File: src/rtl/tx_channel_gen.sv
// tx_channel_gen: PRBS9 BPSK symbol source driving a programmable 3-tap ISI
// channel. It emits saturated fixed-point samples for the equalizer input,
// plus a delay-aligned reference bit for bit-for-bit decision checking.
module tx_channel_gen #(
  parameter int NBout   = 8,
  parameter int NBFout  = 5,
  parameter int NBh     = 7,
  parameter int NBFh    = 5,
  parameter int REF_DLY = 4
) (
  input  logic                    clkA,
  input  logic                    reset,
  input  logic                    enable,
  input  logic [3*NBh-1:0]        h,
  output logic signed [NBout-1:0] x,
  output logic                    sym,
  output logic                    valid,
  output logic                    d_ref
);

  // Accumulator: two guard bits cover three taps of full-scale magnitude,
  // including the negation of the most negative tap value.
  localparam int AW = NBh + 2;
  // Alignment shift from the tap fraction to the output fraction.
  localparam int SH = NBFout - NBFh;
  localparam int SW = AW + SH;
  // Compare width is wide enough for both the shifted sum and the output
  // range, plus a sign bit, so the clamp comparison never wraps.
  localparam int CW = ((SW > NBout) ? SW : NBout) + 1;

  localparam logic signed [CW-1:0] SAT_MAX = {{(CW-NBout+1){1'b0}}, {(NBout-1){1'b1}}};
  localparam logic signed [CW-1:0] SAT_MIN = ~SAT_MAX;

  logic [8:0]              lfsr;
  logic                    hist0;
  logic                    hist1;
  logic [1:0]              fill;
  logic [REF_DLY-1:0]      dref_sr;

  logic                    new_bit;
  logic signed [AW-1:0]    tap0;
  logic signed [AW-1:0]    tap1;
  logic signed [AW-1:0]    tap2;
  logic signed [AW-1:0]    term0;
  logic signed [AW-1:0]    term1;
  logic signed [AW-1:0]    term2;
  logic signed [AW-1:0]    acc;
  logic signed [CW-1:0]    acc_ext;
  logic signed [CW-1:0]    wide;
  logic signed [NBout-1:0] sat;

  assign new_bit = lfsr[8] ^ lfsr[4];
  assign d_ref   = dref_sr[REF_DLY-1];

  // Channel sum for the symbol about to be emitted. Taps are sign-extended
  // before negation; history entries not yet filled since reset add zero.
  always_comb begin
    tap0    = {{2{h[NBh-1]}},   h[NBh-1:0]};
    tap1    = {{2{h[2*NBh-1]}}, h[2*NBh-1:NBh]};
    tap2    = {{2{h[3*NBh-1]}}, h[3*NBh-1:2*NBh]};
    term0   = new_bit ? tap0 : -tap0;
    term1   = '0;
    term2   = '0;
    if (fill >= 2'd1) term1 = hist0 ? tap1 : -tap1;
    if (fill >= 2'd2) term2 = hist1 ? tap2 : -tap2;
    acc     = term0 + term1 + term2;
    acc_ext = {{(CW-AW){acc[AW-1]}}, acc};
    wide    = acc_ext <<< SH;
    if (wide > SAT_MAX)      sat = SAT_MAX[NBout-1:0];
    else if (wide < SAT_MIN) sat = SAT_MIN[NBout-1:0];
    else                     sat = wide[NBout-1:0];
  end

  // Generator state: advances one symbol per enabled edge, holds otherwise.
  always_ff @(posedge clkA) begin
    if (reset) begin
      lfsr  <= 9'h1FF;
      hist0 <= 1'b0;
      hist1 <= 1'b0;
      fill  <= 2'd0;
      x     <= '0;
      sym   <= 1'b0;
      valid <= 1'b0;
    end else if (enable) begin
      lfsr  <= {lfsr[7:0], new_bit};
      x     <= sat;
      sym   <= new_bit;
      hist1 <= hist0;
      hist0 <= new_bit;
      if (fill != 2'd2) fill <= fill + 2'd1;
      valid <= 1'b1;
    end else begin
      valid <= 1'b0;
    end
  end

  // Free-running reference delay line of sym, independent of enable.
  always_ff @(posedge clkA) begin
    if (reset) begin
      dref_sr <= '0;
    end else begin
      dref_sr[0] <= sym;
      for (int i = 1; i < REF_DLY; i++) dref_sr[i] <= dref_sr[i-1];
    end
  end

endmodule

File: config.mk
export PLATFORM = sky130hd
export DESIGN_NAME = tx_channel_gen
export DESIGN_NICKNAME = d
export VERILOG_FILES = /design/src/rtl/tx_channel_gen.sv
export SDC_FILE = /design/constraint.sdc
export NUM_CORES = 1
export LEC_CHECK = 0
export BUFFER_PORTS_ARGS = -buffer_cell sky130_fd_sc_hd__buf_2
export CORE_UTILIZATION = 53
export DETAILED_ROUTE_END_ITERATION = 16
export PLACE_DENSITY = 0.75
export SYNTH_ARGS = -nofsm -noshare
export SYNTH_HDL_FRONTEND = slang
export SYNTH_SLANG_ARGS = --single-unit
File: constraint.sdc
create_clock -name clkA -period 11.7 [get_ports clkA]
set_clock_uncertainty 0.15 [all_clocks]
set_input_delay 2.34 -clock clkA [delete_from_list [all_inputs] [get_ports clkA]]
set_output_delay 2.34 -clock clkA [all_outputs]
set_load 0.03 [all_outputs]
==> Yosys cells after proc, flatten, opt, wreduce, memory -nomap -nowiden <==
Index checks and enable logic that the tools add are counted.
{ "classes": {"n_addsub": 6, "n_lt_le_gt_ge": 4, "eq_ne": 1, "n_mux": 8, "bitwise_logic": 1, "n_reduce_logical": 1} }
{ "op_table": {"columns": ["cell", "n"], "rows": [
  ["2-to-1 mux 9 bit", 5],
  ["negator 7 -> 9 bit", 3],
  ["adder 9 bit", 2],
  ["2-to-1 mux 8 bit", 2],
  ["greater-than comparator 9 x 8 -> 1 bit, second input constant", 1],
  ["less-than comparator 9 x 8 -> 1 bit, second input constant", 1],
  ["adder 2 x 1 -> 2 bit, second input constant", 1],
  ["greater-or-equal comparator 2 x 1 -> 1 bit, second input constant", 1],
  ["greater-or-equal comparator 2 bit, second input constant", 1],
  ["inequality test 2 bit, second input constant", 1],
  ["AND reduction 2 bit", 1],
  ["2-to-1 mux 1 bit", 1],
  ["XOR 1 bit", 1]
]} }
{ "word_totals": {"reg_bits": 26, "inputBits": 24, "out_inout_bits": 11, "word_cells": 28} }

==> Depth between registers and ports, before layout <==
{ "logic_depth": {"word_depth": 8, "mapped_depth": 17, "mapped_depth_nobuf": 16} }

==> Worst setup path before layout <==
OpenSTA, ideal clock, no wires.
{ "synth_path": {"path_type": "input to register", "startpoint": "input h[7]", "endpoint": "register x[3]", "setup_time_ns": 0.080, "arrival_time_ns": 5.612, "t_required_ns": 11.470, "setup_slack_ns": 5.857, "path_stages": 15, "path_buffers": 0, "cell_sequence": "inv_1 ha_1 or3b_2 nand2b_1 xnor2_1 nand2b_1 fa_1 inv_1 ha_1 nand2_1 o21ai_0 a31o_2 xor3_2 maj3_2 a211oi_2"} }
{ "synth_via": {"elab_chain_cells": 8, "word_cells_on_any_way": 9, "classes_between": "add/sub (3); order compare (2); mux (4)"} }
{ "synth_lines": {"columns": ["item", "line_no", "rtl"], "rows": [
  ["start, declared", "14", "input logic [3*NBh-1:0] h,"],
  ["negator 7 -> 9 bit", "64", "if (fill >= 2'd1) term1 = hist0 ? tap1 : -tap1;"],
  ["2-to-1 mux 9 bit * (2 in a row)", "64", null],
  ["adder 9 bit * (2 in a row)", "66", "acc = term0 + term1 + term2;"],
  ["less-than comparator 9 x 8 -> 1 bit", "70", "else if (wide < SAT_MIN) sat = SAT_MIN[NBout-1:0];"],
  ["2-to-1 mux 8 bit", "70", null],
  ["2-to-1 mux 8 bit *", "69", "if (wide > SAT_MAX) sat = SAT_MAX[NBout-1:0];"],
  ["end signal, assigned", "86", "x <= sat;"],
  ["end, declared", "15", "output logic signed [NBout-1:0] x,"]
]} }
Mark *: on every way between the ends. The rest lies on a longest branch, timed or not.
A chain may end at the register's enable or synchronous reset.

==> Final worst setup path <==
{ "layout_path": {"startpoint": "input h[7]", "endpoint": "register x[6]"} }
Same word-level chain as after synthesis.

==> results.cfg <==
[status]
outcome = finished clean

[critical_path]
critPathKind = in2reg
worst_path_largest_cell_delay_ps = 520
r2r_setup_slack_ps = 7540
critical_path.cell_chain = buf_2 > inv_1 > ha_1 > or3b_2 > nand2b_1 > xnor2_1 > nand2b_1 > fa_1 > inv_1 > ha_1 > nand2_1 > o21ai_0 > a31o_2 > xor3_2 > maj3_2 > a211oi_2
worst-path-max-fanout = 8
cp-start-kind = input pin
cpMaxStageDelayCell = xor3_2
end_kind = flip-flop
worst-endpoint-required_ps = 11750
worst-endpoint-arrival_ps = 5940

[clocking]
worst_skew_pair.late_latency_ps = 270
cts-hold-fix-buffers = 0
clock_tree.root_cell = clkbuf_8
cts_tree = yes
clock_tree.buffer_depth = 2
cts.clk_slew.worst_paths_ps = 90
numClockSinks = 26
postCtsSetupBuffers = 0
post_cts_sizing_count = 0
htreeDepth = 1
cts_buffers = 3

[synth]
synth_seq_cells = 26
synth_area_mm2 = 0.00210
postSynthNetCount = 290
synthDominantAreaCellType = dfxtp_1
post_synthesis_sequential_area_ratio_pct = 24.8
netlist_instances = 245
synth_largest_type_area_fraction_pct = 24.8
yosys-top-cells-area = dfxtp_1 25%, fa_1 8.6%, ha_1 7.2%
ys.warnings.count = 0
post_synth_num_cell_types = 38
synth.avg_cell_area_um2 = 8.55

[global_routing]
antenna_found_initial = 0
grt_first_pass_wirelength_um = 6940
grt_max_degree = 39
grt_usage_pct = 21.2
first_global_vias = 1554
globalRouteOverflowTotal = 0

[die]
die_width_um = 64.9
dieArea_mm2 = 0.00421
ioPinCount = 35
initial_core_util_pct = 56.4
rows = 22
coreArea_mm2 = 0.00372
dieHeight_um = 64.9

[power_and_ir_drop]
p_leak_nw = 1.06
irDropWorstVdd_uv = 75.8
powerDensity_mw_per_mm2 = 161
report.power.total_w = 0.000377

[sta]
slew_viol_final = 0
totalNegativeSetupSlack_ps = 0
timing.max_slew.rel_slack_pct = 53.9
timing.final.setup_violations = 0
slew_of_the_pin_with_the_lowest_slew_margin_ps = 692
fmax_mhz = 170
fin_crit_ps = 5900
timing.final.hold_violations = 0
rsz0062_at_grt = false
fin_crit_sh_pct = 50.4

[hold_path]
hold_path.class = reg2reg

[final_layout]
fillCellCount = 339
layout.nets = 318
instances_no_fill = 320
syn2layout_area_growth_pct = 11.6
drive_gt1_share_pct = 23.5
final_cell_area_mm2 = 0.00234
insertedDiodeCount = 0

[detailed_routing]
drt-pass1-iter-count = 4
first_iter_violations = 153
routed_via_density = 5.29
residual_drc = 0
via_count = 1693
route.final.wire_length_um = 3950
dr_wl_cell_um = 12.4
post_detailed_route_count_of_antenna_violating_nets = 0

[placed_design]
number_of_port_buffers = 34
globalplace.congestion = 0.819
place_area_mm2 = 0.00228
placedCellCount = 316
post-dp-hpwl_um = 3150

[job]
max_cap_viol_count = 0
## worst max-delay path: cells and delay by family
family / cells / cell delay [ps]
adder cells (fa/ha/maj): 4 / 1340
AND/OR/NAND/NOR: 4 / 760
AO/OA/AOI/OAI: 3 / 660
XOR/XNOR: 2 / 630
buffers and inverters: 3 / 220
## cell usage after synthesis
library cell,count
nor2_1,28
dfxtp_1,26
inv_1,24
nor2b_1,16
ha_1,12
nand2_1,12
xnor2_1,12
a21oi_1,9
clkbuf_1,9
fa_1,9
o21ai_0,9
a211o_1,8
nor3_1,8
a211oi_2,7
a21o_1,7
maj3_2,7
xor2_1,6
mux2i_1,5
nand2b_1,4
nand3_1,3
o31ai_1,3
or2_2,3
or3_1,2
or3b_2,2
a211oi_1,1
a21oi_2,1
a31o_2,1
a31oi_1,1
a31oi_2,1
and3_1,1
buf_1,1
buf_2,1
mux2_2,1
nor2_2,1
o21ai_1,1
or4b_1,1
xor2_2,1
xor3_2,1
## metrics by stage
step	hold WS, ps	util, %	setup WS (ps)
global route	321	62.9	5570
finish	294	62.9	5800
floorplan	264	-	5860
CTS	293	62.9	5800
detailed placement	272	61.4	5490
global placement	266	61.4	5580
## state kept, by name, summed over array words and instances (netlist names)
| name | cells |
|---|---|
| dref_sr | 4 |
| hist0 | 1 |
| fill | 2 |
| hist1 | 1 |
| valid | 1 |
| x | 8 |
| lfsr | 9 |
## final cells by class
type / instances / area (um^2) / area share, %
inverters: 24 / 90.1 / 3.85
flip-flops and latches: 26 / 520 / 22.3
repair buffers: 34 / 170 / 7.28
clock buffers: 4 / 55.1 / 2.35
multi-input cells: 184 / 1440 / 61.7
well taps: 48 / 60.1 / 2.57
## layer usage
metal / up-vias / GRT usage (%) / wire length [um]
met2: 37 / 34.5 / 1810
li1: 875 / - / -
met1: 779 / 28.7 / 1920
met3: 2 / 5.63 / 213
met5: - / 0 / 0
met4: 0 / 1.94 / 9
## final timing paths
check	start	end	cells past startpoint
worst max-delay path	h[7]	x[6]$_SDFFE_PP0P_	16
worst min-delay path	dref_sr[2]$_SDFF_PP0_	dref_sr[3]$_SDFF_PP0_	1
worst max register to register	lfsr[4]$_SDFFE_PP1P_	x[1]$_SDFFE_PP0P_	13
worst min register to register	dref_sr[2]$_SDFF_PP0_	dref_sr[3]$_SDFF_PP0_	1
## cell usage in the layout (no fill, tap or decap), types with 2 or more instances in the layout
master / n
xnor2_1: 12
a211o_1: 8
nand2b_1: 4
xor2_1: 6
nor3_1: 8
a21o_1: 7
nor2_1: 28
or2_2: 3
dfxtp_1: 26
o21ai_0: 9
fa_1: 9
ha_1: 12
nand2_1: 12
mux2i_1: 5
a211oi_2: 7
maj3_2: 7
nand3_1: 3
o31ai_1: 3
clkbuf_8: 4
a21oi_1: 9
inv_1: 24
or3_1: 2
nor2b_1: 16
buf_2: 34
or3b_2: 2
## logic make-up after synthesis
group / after synthesis / synth area share (%)
AND/OR/NAND/NOR: 81 / 19.2
AO/OA/AOI/OAI: 49 / 17.7
buffers and inverters: 35 / 6.33
adder cells (fa/ha/maj): 28 / 19.5
flip-flops: 26 / 24.8
XOR/XNOR: 20 / 9.49
multiplexers: 6 / 2.93
## power breakdown
group / leakage, nW / total, W / switching [W] / internal (W)
sequential: 0.215 / 0.000108 / 0.00000764 / 0.000100
combinational: 0.821 / 0.000212 / 0.000117 / 0.0000948
clock: 0.0288 / 0.0000578 / 0.0000277 / 0.0000301
total: 1.06 / 0.000377 / 0.000152 / 0.000225
Note: power is estimated with default switching activity, not from simulation.
